$ cat config.mk
export PLATFORM = sky130hd
export DESIGN_NAME = rocc_axis_bridge
export DESIGN_NICKNAME = d
export VERILOG_FILES = /design/src/rtl/rocc_axis_bridge_pkg.sv /design/src/rtl/rocc_axis_bridge_buf.sv /design/src/rtl/rocc_axis_bridge.sv
export SDC_FILE = /design/constraint.sdc
export NUM_CORES = 1
export LEC_CHECK = 0
export BUFFER_PORTS_ARGS = -buffer_cell sky130_fd_sc_hd__clkbuf_2
export CAP_MARGIN = 40
export CELL_PAD_IN_SITES_DETAIL_PLACEMENT = 2
export CELL_PAD_IN_SITES_GLOBAL_PLACEMENT = 2
export CORE_ASPECT_RATIO = 1.2
export CORE_MARGIN = 4
export CORE_UTILIZATION = 31
export CTS_CLUSTER_SIZE = 20
export DETAILED_ROUTE_END_ITERATION = 10
export PLACE_DENSITY = 0.94
export SYNTH_ARGS = -nofsm -noshare
export SYNTH_HDL_FRONTEND = slang
export SYNTH_SLANG_ARGS = --single-unit
$ cat constraint.sdc
create_clock -name clock -period 3.1 [get_ports clock]
set_input_delay 0.31 -clock clock [delete_from_list [all_inputs] [get_ports clock]]
set_output_delay 0.31 -clock clock [all_outputs]
set_load 0.01 [all_outputs]
$ cat src/rtl/rocc_axis_bridge_pkg.sv
// Shared definitions for the RoCC <-> AXI-stream HLS bridge: funct
// encodings, controller state encoding and the word-count helper.
package rocc_axis_bridge_pkg;

    localparam logic [6:0] F_PUSH   = 7'd0;
    localparam logic [6:0] F_FIRE   = 7'd1;
    localparam logic [6:0] F_READ   = 7'd2;
    localparam logic [6:0] F_STATUS = 7'd3;
    localparam logic [6:0] F_CYCLES = 7'd4;

    typedef enum logic [1:0] {
        IDLE     = 2'd0,
        SEND     = 2'd1,
        WAIT_OUT = 2'd2,
        RESP     = 2'd3
    } bridge_state_t;

    // Number of xlen-bit words needed to hold a w-bit vector (ceil division).
    function automatic int words(input int w, input int xlen);
        return (w + xlen - 1) / xlen;
    endfunction

endpackage

$ cat src/rtl/rocc_axis_bridge_buf.sv
// Word-write / wide-load / wide-read register array. Storage is WORDS
// xlen-bit words with word 0 in the LSBs; the wide view is truncated to W
// bits. A wide load zero-extends, so any padding in the top word reads 0.
module rocc_axis_bridge_buf #(
    parameter int XLEN  = 64,
    parameter int WORDS = 3,
    parameter int W     = 192,
    parameter int AW    = (WORDS > 1) ? $clog2(WORDS) : 1
) (
    input  logic            clock,
    input  logic            resetn,
    input  logic            wr_en,
    input  logic [AW-1:0]   wr_idx,
    input  logic [XLEN-1:0] wr_data,
    input  logic            ld_en,
    input  logic [W-1:0]    ld_data,
    output logic [W-1:0]    data
);

    logic [WORDS*XLEN-1:0] mem_r;
    logic [WORDS*XLEN-1:0] ld_ext_s;
    logic                  unused_pad_s;

    // Zero-extend the wide load value to the full word-aligned storage.
    always_comb begin
        ld_ext_s        = '0;
        ld_ext_s[W-1:0] = ld_data;
    end

    // Storage: wide load has priority over a single-word write.
    always_ff @(posedge clock) begin
        if (!resetn) begin
            mem_r <= '0;
        end else if (ld_en) begin
            mem_r <= ld_ext_s;
        end else if (wr_en) begin
            for (int i = 0; i < WORDS; i++) begin
                if (wr_idx == AW'(i)) begin
                    mem_r[i*XLEN +: XLEN] <= wr_data;
                end
            end
        end else begin
            mem_r <= mem_r;
        end
    end

    assign data = mem_r[W-1:0];

    // Padding bits above W in the top word are never read out.
    assign unused_pad_s = ^mem_r;

endmodule

$ cat src/rtl/rocc_axis_bridge.sv
// RoCC command/response to HLS ap_ctrl_hs + AXI-stream bridge.
// Software PUSHes xlen-bit words into a wide input buffer, FIREs one
// accelerator transaction, then READs the captured wide result per word.
// Optional feature macro: ROCC_AXIS_BRIDGE_CYCLE_COUNT_EN adds a 32-bit
// start-to-ap_done cycle counter readable with funct CYCLES.
module rocc_axis_bridge
    import rocc_axis_bridge_pkg::*;
#(
    parameter int IN_W  = 192,
    parameter int OUT_W = 128,
    parameter int XLEN  = 64
) (
    input  logic             clock,
    input  logic             resetn,
    input  logic             cmd_valid,
    output logic             cmd_ready,
    input  logic [6:0]       cmd_funct,
    input  logic [XLEN-1:0]  cmd_rs1,
    input  logic [4:0]       cmd_rd,
    input  logic             cmd_xd,
    output logic             resp_valid,
    input  logic             resp_ready,
    output logic [4:0]       resp_rd,
    output logic [XLEN-1:0]  resp_data,
    output logic             busy,
    output logic             err,
    output logic             ap_start,
    input  logic             ap_done,
    input  logic             ap_idle,
    input  logic             ap_ready,
    output logic             in_tvalid,
    input  logic             in_tready,
    output logic [IN_W-1:0]  in_tdata,
    input  logic             out_tvalid,
    output logic             out_tready,
    input  logic [OUT_W-1:0] out_tdata
);

    localparam int IN_WORDS  = words(IN_W, XLEN);
    localparam int OUT_WORDS = words(OUT_W, XLEN);
    localparam int IN_AW     = (IN_WORDS > 1) ? $clog2(IN_WORDS) : 1;
    localparam int OUT_AW    = (OUT_WORDS > 1) ? $clog2(OUT_WORDS) : 1;

    bridge_state_t state_r;
    bridge_state_t next_state_s;

    logic            cmd_ready_r;
    logic            in_tvalid_r;
    logic            ap_start_r;
    logic            out_tready_r;
    logic            resp_valid_r;
    logic [4:0]      resp_rd_r;
    logic [XLEN-1:0] resp_data_r;
    logic            err_r;
    logic [IN_AW-1:0] wptr_r;
    logic [IN_AW-1:0] wptr_next_s;
    logic            sent_r;
    logic            started_r;
    logic            fire_xd_r;
    logic [4:0]      fire_rd_r;

    logic cmd_fire_s;
    logic fire_accept_s;
    logic push_s;
    logic in_fire_s;
    logic ap_rdy_s;
    logic send_done_s;
    logic out_fire_s;
    logic unknown_s;

    logic [XLEN-1:0]           cmd_data_s;
    logic [XLEN-1:0]           rd_idx_s;
    logic [XLEN-1:0]           rd_word_s;
    logic [OUT_WORDS*XLEN-1:0] obuf_pad_s;
    logic [IN_W-1:0]           ibuf_data_s;
    logic [OUT_W-1:0]          obuf_data_s;

`ifdef ROCC_AXIS_BRIDGE_CYCLE_COUNT_EN
    logic [31:0] cyc_cnt_r;
    logic        cyc_run_r;
`else
    logic        unused_done_s;
`endif

    // cmd_ready is only ever high in IDLE, so an accepted command is always an IDLE command.
    assign cmd_fire_s    = cmd_valid && cmd_ready_r;
    assign fire_accept_s = cmd_fire_s && (cmd_funct == F_FIRE);
    assign push_s        = cmd_fire_s && (cmd_funct == F_PUSH);
    assign in_fire_s     = in_tvalid_r && in_tready;
    assign ap_rdy_s      = ap_start_r && ap_ready;
    // Input beat and ap_ready may land in either order or together.
    assign send_done_s   = (sent_r || in_fire_s) && (started_r || ap_rdy_s);
    assign out_fire_s    = out_tready_r && out_tvalid;
    assign rd_idx_s      = cmd_rs1 % XLEN'(OUT_WORDS);

    rocc_axis_bridge_buf #(
        .XLEN  (XLEN),
        .WORDS (IN_WORDS),
        .W     (IN_W),
        .AW    (IN_AW)
    ) u_ibuf (
        .clock   (clock),
        .resetn  (resetn),
        .wr_en   (push_s),
        .wr_idx  (wptr_r),
        .wr_data (cmd_rs1),
        .ld_en   (1'b0),
        .ld_data ({IN_W{1'b0}}),
        .data    (ibuf_data_s)
    );

    rocc_axis_bridge_buf #(
        .XLEN  (XLEN),
        .WORDS (OUT_WORDS),
        .W     (OUT_W),
        .AW    (OUT_AW)
    ) u_obuf (
        .clock   (clock),
        .resetn  (resetn),
        .wr_en   (1'b0),
        .wr_idx  ({OUT_AW{1'b0}}),
        .wr_data ({XLEN{1'b0}}),
        .ld_en   (out_fire_s),
        .ld_data (out_tdata),
        .data    (obuf_data_s)
    );

    // Write pointer advance with wrap at the last input word.
    always_comb begin
        if (wptr_r == IN_AW'(IN_WORDS - 1)) begin
            wptr_next_s = '0;
        end else begin
            wptr_next_s = wptr_r + {{(IN_AW-1){1'b0}}, 1'b1};
        end
    end

    // Select the requested output word; the top word is zero-padded.
    always_comb begin
        obuf_pad_s            = '0;
        obuf_pad_s[OUT_W-1:0] = obuf_data_s;
        rd_word_s             = '0;
        for (int i = 0; i < OUT_WORDS; i++) begin
            if (rd_idx_s == XLEN'(i)) begin
                rd_word_s = obuf_pad_s[i*XLEN +: XLEN];
            end else begin
                rd_word_s = rd_word_s;
            end
        end
    end

    // Decode the funct into response data and the unknown-funct flag.
    always_comb begin
        unknown_s  = 1'b0;
        cmd_data_s = '0;
        case (cmd_funct)
            F_PUSH:   cmd_data_s[IN_AW-1:0] = wptr_next_s;
            F_FIRE:   cmd_data_s = '0;
            F_READ:   cmd_data_s = rd_word_s;
            F_STATUS: cmd_data_s[IN_AW+1:0] = {wptr_r, err_r, ap_idle};
`ifdef ROCC_AXIS_BRIDGE_CYCLE_COUNT_EN
            F_CYCLES: cmd_data_s[31:0] = cyc_cnt_r;
`endif
            default: begin
                unknown_s  = 1'b1;
                cmd_data_s = '1;
            end
        endcase
    end

    // Next-state logic for IDLE -> SEND -> WAIT_OUT -> RESP -> IDLE.
    always_comb begin
        next_state_s = state_r;
        case (state_r)
            IDLE: begin
                if (!cmd_fire_s) begin
                    next_state_s = IDLE;
                end else if (cmd_funct == F_FIRE) begin
                    next_state_s = SEND;
                end else if (cmd_xd) begin
                    next_state_s = RESP;
                end else begin
                    next_state_s = IDLE;
                end
            end
            SEND: begin
                if (send_done_s) begin
                    next_state_s = WAIT_OUT;
                end else begin
                    next_state_s = SEND;
                end
            end
            WAIT_OUT: begin
                if (!out_fire_s) begin
                    next_state_s = WAIT_OUT;
                end else if (fire_xd_r) begin
                    next_state_s = RESP;
                end else begin
                    next_state_s = IDLE;
                end
            end
            RESP: begin
                if (resp_ready) begin
                    next_state_s = IDLE;
                end else begin
                    next_state_s = RESP;
                end
            end
            default: next_state_s = IDLE;
        endcase
    end

    // State register.
    always_ff @(posedge clock) begin
        if (!resetn) begin
            state_r <= IDLE;
        end else begin
            state_r <= next_state_s;
        end
    end

    // Registered handshakes, response fields, write pointer and sticky error.
    always_ff @(posedge clock) begin
        if (!resetn) begin
            cmd_ready_r  <= 1'b0;
            in_tvalid_r  <= 1'b0;
            ap_start_r   <= 1'b0;
            out_tready_r <= 1'b0;
            resp_valid_r <= 1'b0;
            resp_rd_r    <= 5'd0;
            resp_data_r  <= '0;
            err_r        <= 1'b0;
            wptr_r       <= '0;
            sent_r       <= 1'b0;
            started_r    <= 1'b0;
            fire_xd_r    <= 1'b0;
            fire_rd_r    <= 5'd0;
        end else begin
            cmd_ready_r <= (next_state_s == IDLE);
            case (state_r)
                IDLE: begin
                    if (cmd_fire_s) begin
                        if (cmd_funct == F_FIRE) begin
                            in_tvalid_r <= 1'b1;
                            ap_start_r  <= 1'b1;
                            sent_r      <= 1'b0;
                            started_r   <= 1'b0;
                            fire_xd_r   <= cmd_xd;
                            fire_rd_r   <= cmd_rd;
                        end else if (cmd_xd) begin
                            resp_valid_r <= 1'b1;
                            resp_rd_r    <= cmd_rd;
                            resp_data_r  <= cmd_data_s;
                        end
                        if (unknown_s) begin
                            err_r <= 1'b1;
                        end
                        if (push_s) begin
                            wptr_r <= wptr_next_s;
                        end
                    end
                end
                SEND: begin
                    if (in_fire_s) begin
                        in_tvalid_r <= 1'b0;
                        sent_r      <= 1'b1;
                    end
                    if (ap_rdy_s) begin
                        ap_start_r <= 1'b0;
                        started_r  <= 1'b1;
                    end
                    if (send_done_s) begin
                        out_tready_r <= 1'b1;
                    end
                end
                WAIT_OUT: begin
                    if (out_fire_s) begin
                        out_tready_r <= 1'b0;
                        wptr_r       <= '0;
                        if (fire_xd_r) begin
                            resp_valid_r <= 1'b1;
                            resp_rd_r    <= fire_rd_r;
                            resp_data_r  <= '0;
                        end
                    end
                end
                RESP: begin
                    if (resp_ready) begin
                        resp_valid_r <= 1'b0;
                    end
                end
                default: begin
                    in_tvalid_r  <= 1'b0;
                    ap_start_r   <= 1'b0;
                    out_tready_r <= 1'b0;
                    resp_valid_r <= 1'b0;
                end
            endcase
        end
    end

`ifdef ROCC_AXIS_BRIDGE_CYCLE_COUNT_EN
    // Cycle counter: cleared on FIRE acceptance, counts until ap_done, then freezes.
    always_ff @(posedge clock) begin
        if (!resetn) begin
            cyc_cnt_r <= 32'd0;
            cyc_run_r <= 1'b0;
        end else if (fire_accept_s) begin
            cyc_cnt_r <= 32'd0;
            cyc_run_r <= 1'b1;
        end else if (cyc_run_r && ap_done) begin
            cyc_run_r <= 1'b0;
        end else if (cyc_run_r) begin
            cyc_cnt_r <= cyc_cnt_r + 32'd1;
        end else begin
            cyc_cnt_r <= cyc_cnt_r;
        end
    end
`else
    // Without the counter ap_done has no consumer.
    assign unused_done_s = ap_done ^ fire_accept_s;
`endif

    assign cmd_ready  = cmd_ready_r;
    assign in_tvalid  = in_tvalid_r;
    assign ap_start   = ap_start_r;
    assign out_tready = out_tready_r;
    assign resp_valid = resp_valid_r;
    assign resp_rd    = resp_rd_r;
    assign resp_data  = resp_data_r;
    assign busy       = (state_r != IDLE);
    assign err        = err_r;
    assign in_tdata   = ibuf_data_s;

endmodule

==> reports/results.ini <==
[flow_run]
maxCapViolCount = 0

[clock_tree]
post_cts_resize_count = 0
clk_pin_slew_ns = 0.07
clock-sinks = 407
clockBufferDepth = 3
cts_tree = done
cts_buffers = 44
h-tree-depth = 2
worstSkewPairLatency_ns = 0.57
clock-root-buffer = clkbuf_16

[global_route]
grt_usage = 0.297
grt_pass1_vias = 17800
antenna_found_initial = 7
gr-total-overflow = 0
grt_pass1_wl_mm = 119
grt_max_degree = 129

[pwr]
p_total_mw = 11.8
pwr_density_cell_nw_per_um2 = 583
ir_worst_vdd_v = 0.000409
leakage_nw = 8.36

[setup_path]
critPathCaptureType = register
start_kind = register
crit_type = reg -> reg
slowest_stage = nand4_1
rr_worst_depth = 5
path_cells = and4bb_1 > nand4_1 > buf_12 > nand3_1 > o21ai_0
r2r_slack_ns = 0.77
path_delay_family = simple AND/OR/NAND/NOR gates
path_buf_inv = 1
crit_start = cmd_ready$_SDFF_PN0_
cp_max_fo = 54
arrival_ns = 2.73
r2r_end = u_ibuf.data[52]$_SDFFE_PN0P_
required_ns = 3.50
slowest_delay_ns = 0.62
rr_startpoint = cmd_ready$_SDFF_PN0_

[synth]
syn-instance-count = 1704
yosysTopAreaCellShare = 0.547
yosys.cell_count.top_type = dfxtp_1
yosysUniqueCellTypes = 51
synth_area_per_cell_sq_um = 8.75
synthFlopType = dfxtp_1
yosys-top-cells-area = dfxtp_1 (55%), nand2_1 (8.9%), o21ai_0 (8.4%), nand3_1 (6.7%), mux2i_1 (4.7%)
ys_ff_latch = 407
ys_seq_area_frac = 0.547
synth_nets = 1918
netlist.top_cell.by_area = dfxtp_1
netlist_area_sq_um = 14900
synth_edf_count = 0
synthTopCellsByCount = dfxtp_1 (407), nand2_1 (353), o21ai_0 (251)
yosys_warnings = 0
postSynth.asyncResetShare = 0

[floorplan]
io_pins = 482
rows = 87
design.core.area_sq_um = 47200
dieArea_sq_um = 51700
die_w_um = 208
start_util = 0.316
fp.dieH_um = 248

[sta]
rsz0062_at_grt = no
fin_skew_ns = 0.0215
finalCritPeriodShare = 0.750
hold_ws_ns = 0.0166
max_clock_freq_mhz = 430
finalHoldViolCount = 0
slew_headroom = 0.414
worst_slew_pin_slew_ns = 0.879
setup_tns_ns = 0
finalCriticalPeriod_ns = 2.33
slew_viol_final = 0
setup_viol = 0

[final_layout]
syn2layout_area_growth_pct = 35.9
final_util = 0.429
ff_latch_area_sq_um = 8150
drive_gt1_frac = 0.271
n_fill_cell = 5064
multiInputGateArea_sq_um = 6070
nNetsFinal = 2412
fin_area_sq_um = 20300

[route]
wl_per_cell_um = 28.5
ant_nets = 0
drc_errors = 0
drtIter0Drc = 1180
drtPass1Iterations = 5
route.detailed.vias_per_inst = 5.55
routed_wl_mm = 81.7
vias = 15900

[placement]
portBuffers = 480
gp_congestion = 0.798
dpl.hpwl_mm = 45.1
place_area_sq_um = 17800

[hold_path]
min_to = u_obuf.data[74]$_SDFFE_PN0N_
min_from = out_tdata[74]
holdPathStages = 3
hp-class = in -> reg

[status]
status = finished clean

==> metal layers <==
layer,vias up,GRT usage,part of all wire
met5,-,0,0.00044
met4,6,0.129,0.046
met3,219,0.0854,0.075
met2,763,0.537,0.51
met1,8000,0.325,0.37
li1,6901,-,-
==> cell type report <==
type,count,area share
repair buffers,602,0.184
multi-input cells,1140,0.300
inverters,3,0.000679
well taps,623,0.0385
diodes,7,0.000865
flip-flops and latches,407,0.402
clock buffers,65,0.0667
clock inverters,15,0.00778
==> logic make-up (layout without fill, tap and decap cells) <==
| family | Yosys count | count (layout) | synth area share |
|---|---|---|---|
| muxes | 76 | 76 | 0.0515 |
| and+or+nand+nor | 586 | 586 | 0.173 |
| AOI/OAI and AO/OA | 478 | 478 | 0.182 |
| DFF | 407 | 407 | 0.547 |
| buffers and inverters | 157 | 685 | 0.0475 |
| other | 0 | 7 | 0 |
==> layout by cell type, fill, tap and decap left out, drive strengths merged, types with 25 or more instances in the layout <==
cell,n
nand3,200
clkbuf,544
dlygate4sd3,98
o21ai,255
a22o,61
buf,25
nand2,353
a21oi,140
dfxtp,407
mux2i,70
==> timing repair <==
action	in CTS	in global routing
hold buffers	95	3
endpoints found under the hold margin	95	3
setup buffers	0	0
==> worst min-delay path, cell delays in order <==
cell      delay (ns)
clkbuf_2        0.08
nand2_1         0.06
a21oi_1         0.06
==> how the worst max path moves through the flow <==
stage / end / depth (start not counted)
finish: u_ibuf.data[52]$_SDFFE_PN0P_ / 5
global route: u_ibuf.data[52]$_SDFFE_PN0P_ / 5
CTS: u_ibuf.data[52]$_SDFFE_PN0P_ / 4
detailed placement: u_ibuf.data[1]$_SDFFE_PN0P_ / 6
global placement: u_ibuf.data[55]$_SDFFE_PN0P_ / 6
floorplan: resp_data[56]$_SDFFE_PN0P_ / 6
==> stage by stage <==
step	std cells	setup slack, ns
final	2862	0.775
after global routing	2859	0.704
after CTS	2852	0.794
after detailed placement	2677	0.643
after global placement	2677	0.791
after floorplan	1704	1.45
==> registers in the layout, indices dropped and copies added (netlist names) <==
signal and count:
wptr_r 2, out_tready 1, in_tvalid 1, ap_start 1
err 1, u_obuf.data 128, resp_valid 1, resp_rd 5
fire_xd_r 1, state_r 2, resp_data 64, started_r 1
fire_rd_r 5, u_ibuf.data 192, sent_r 1, cmd_ready 1
==> report_power, final <==
group	leakage, nW	switching [mW]	internal (mW)
clock network	0.759	2.39	3.27
registers	3.28	0.0604	5.29
logic	4.32	0.465	0.328
No activity file was read; power rests on OpenSTA's default activity.
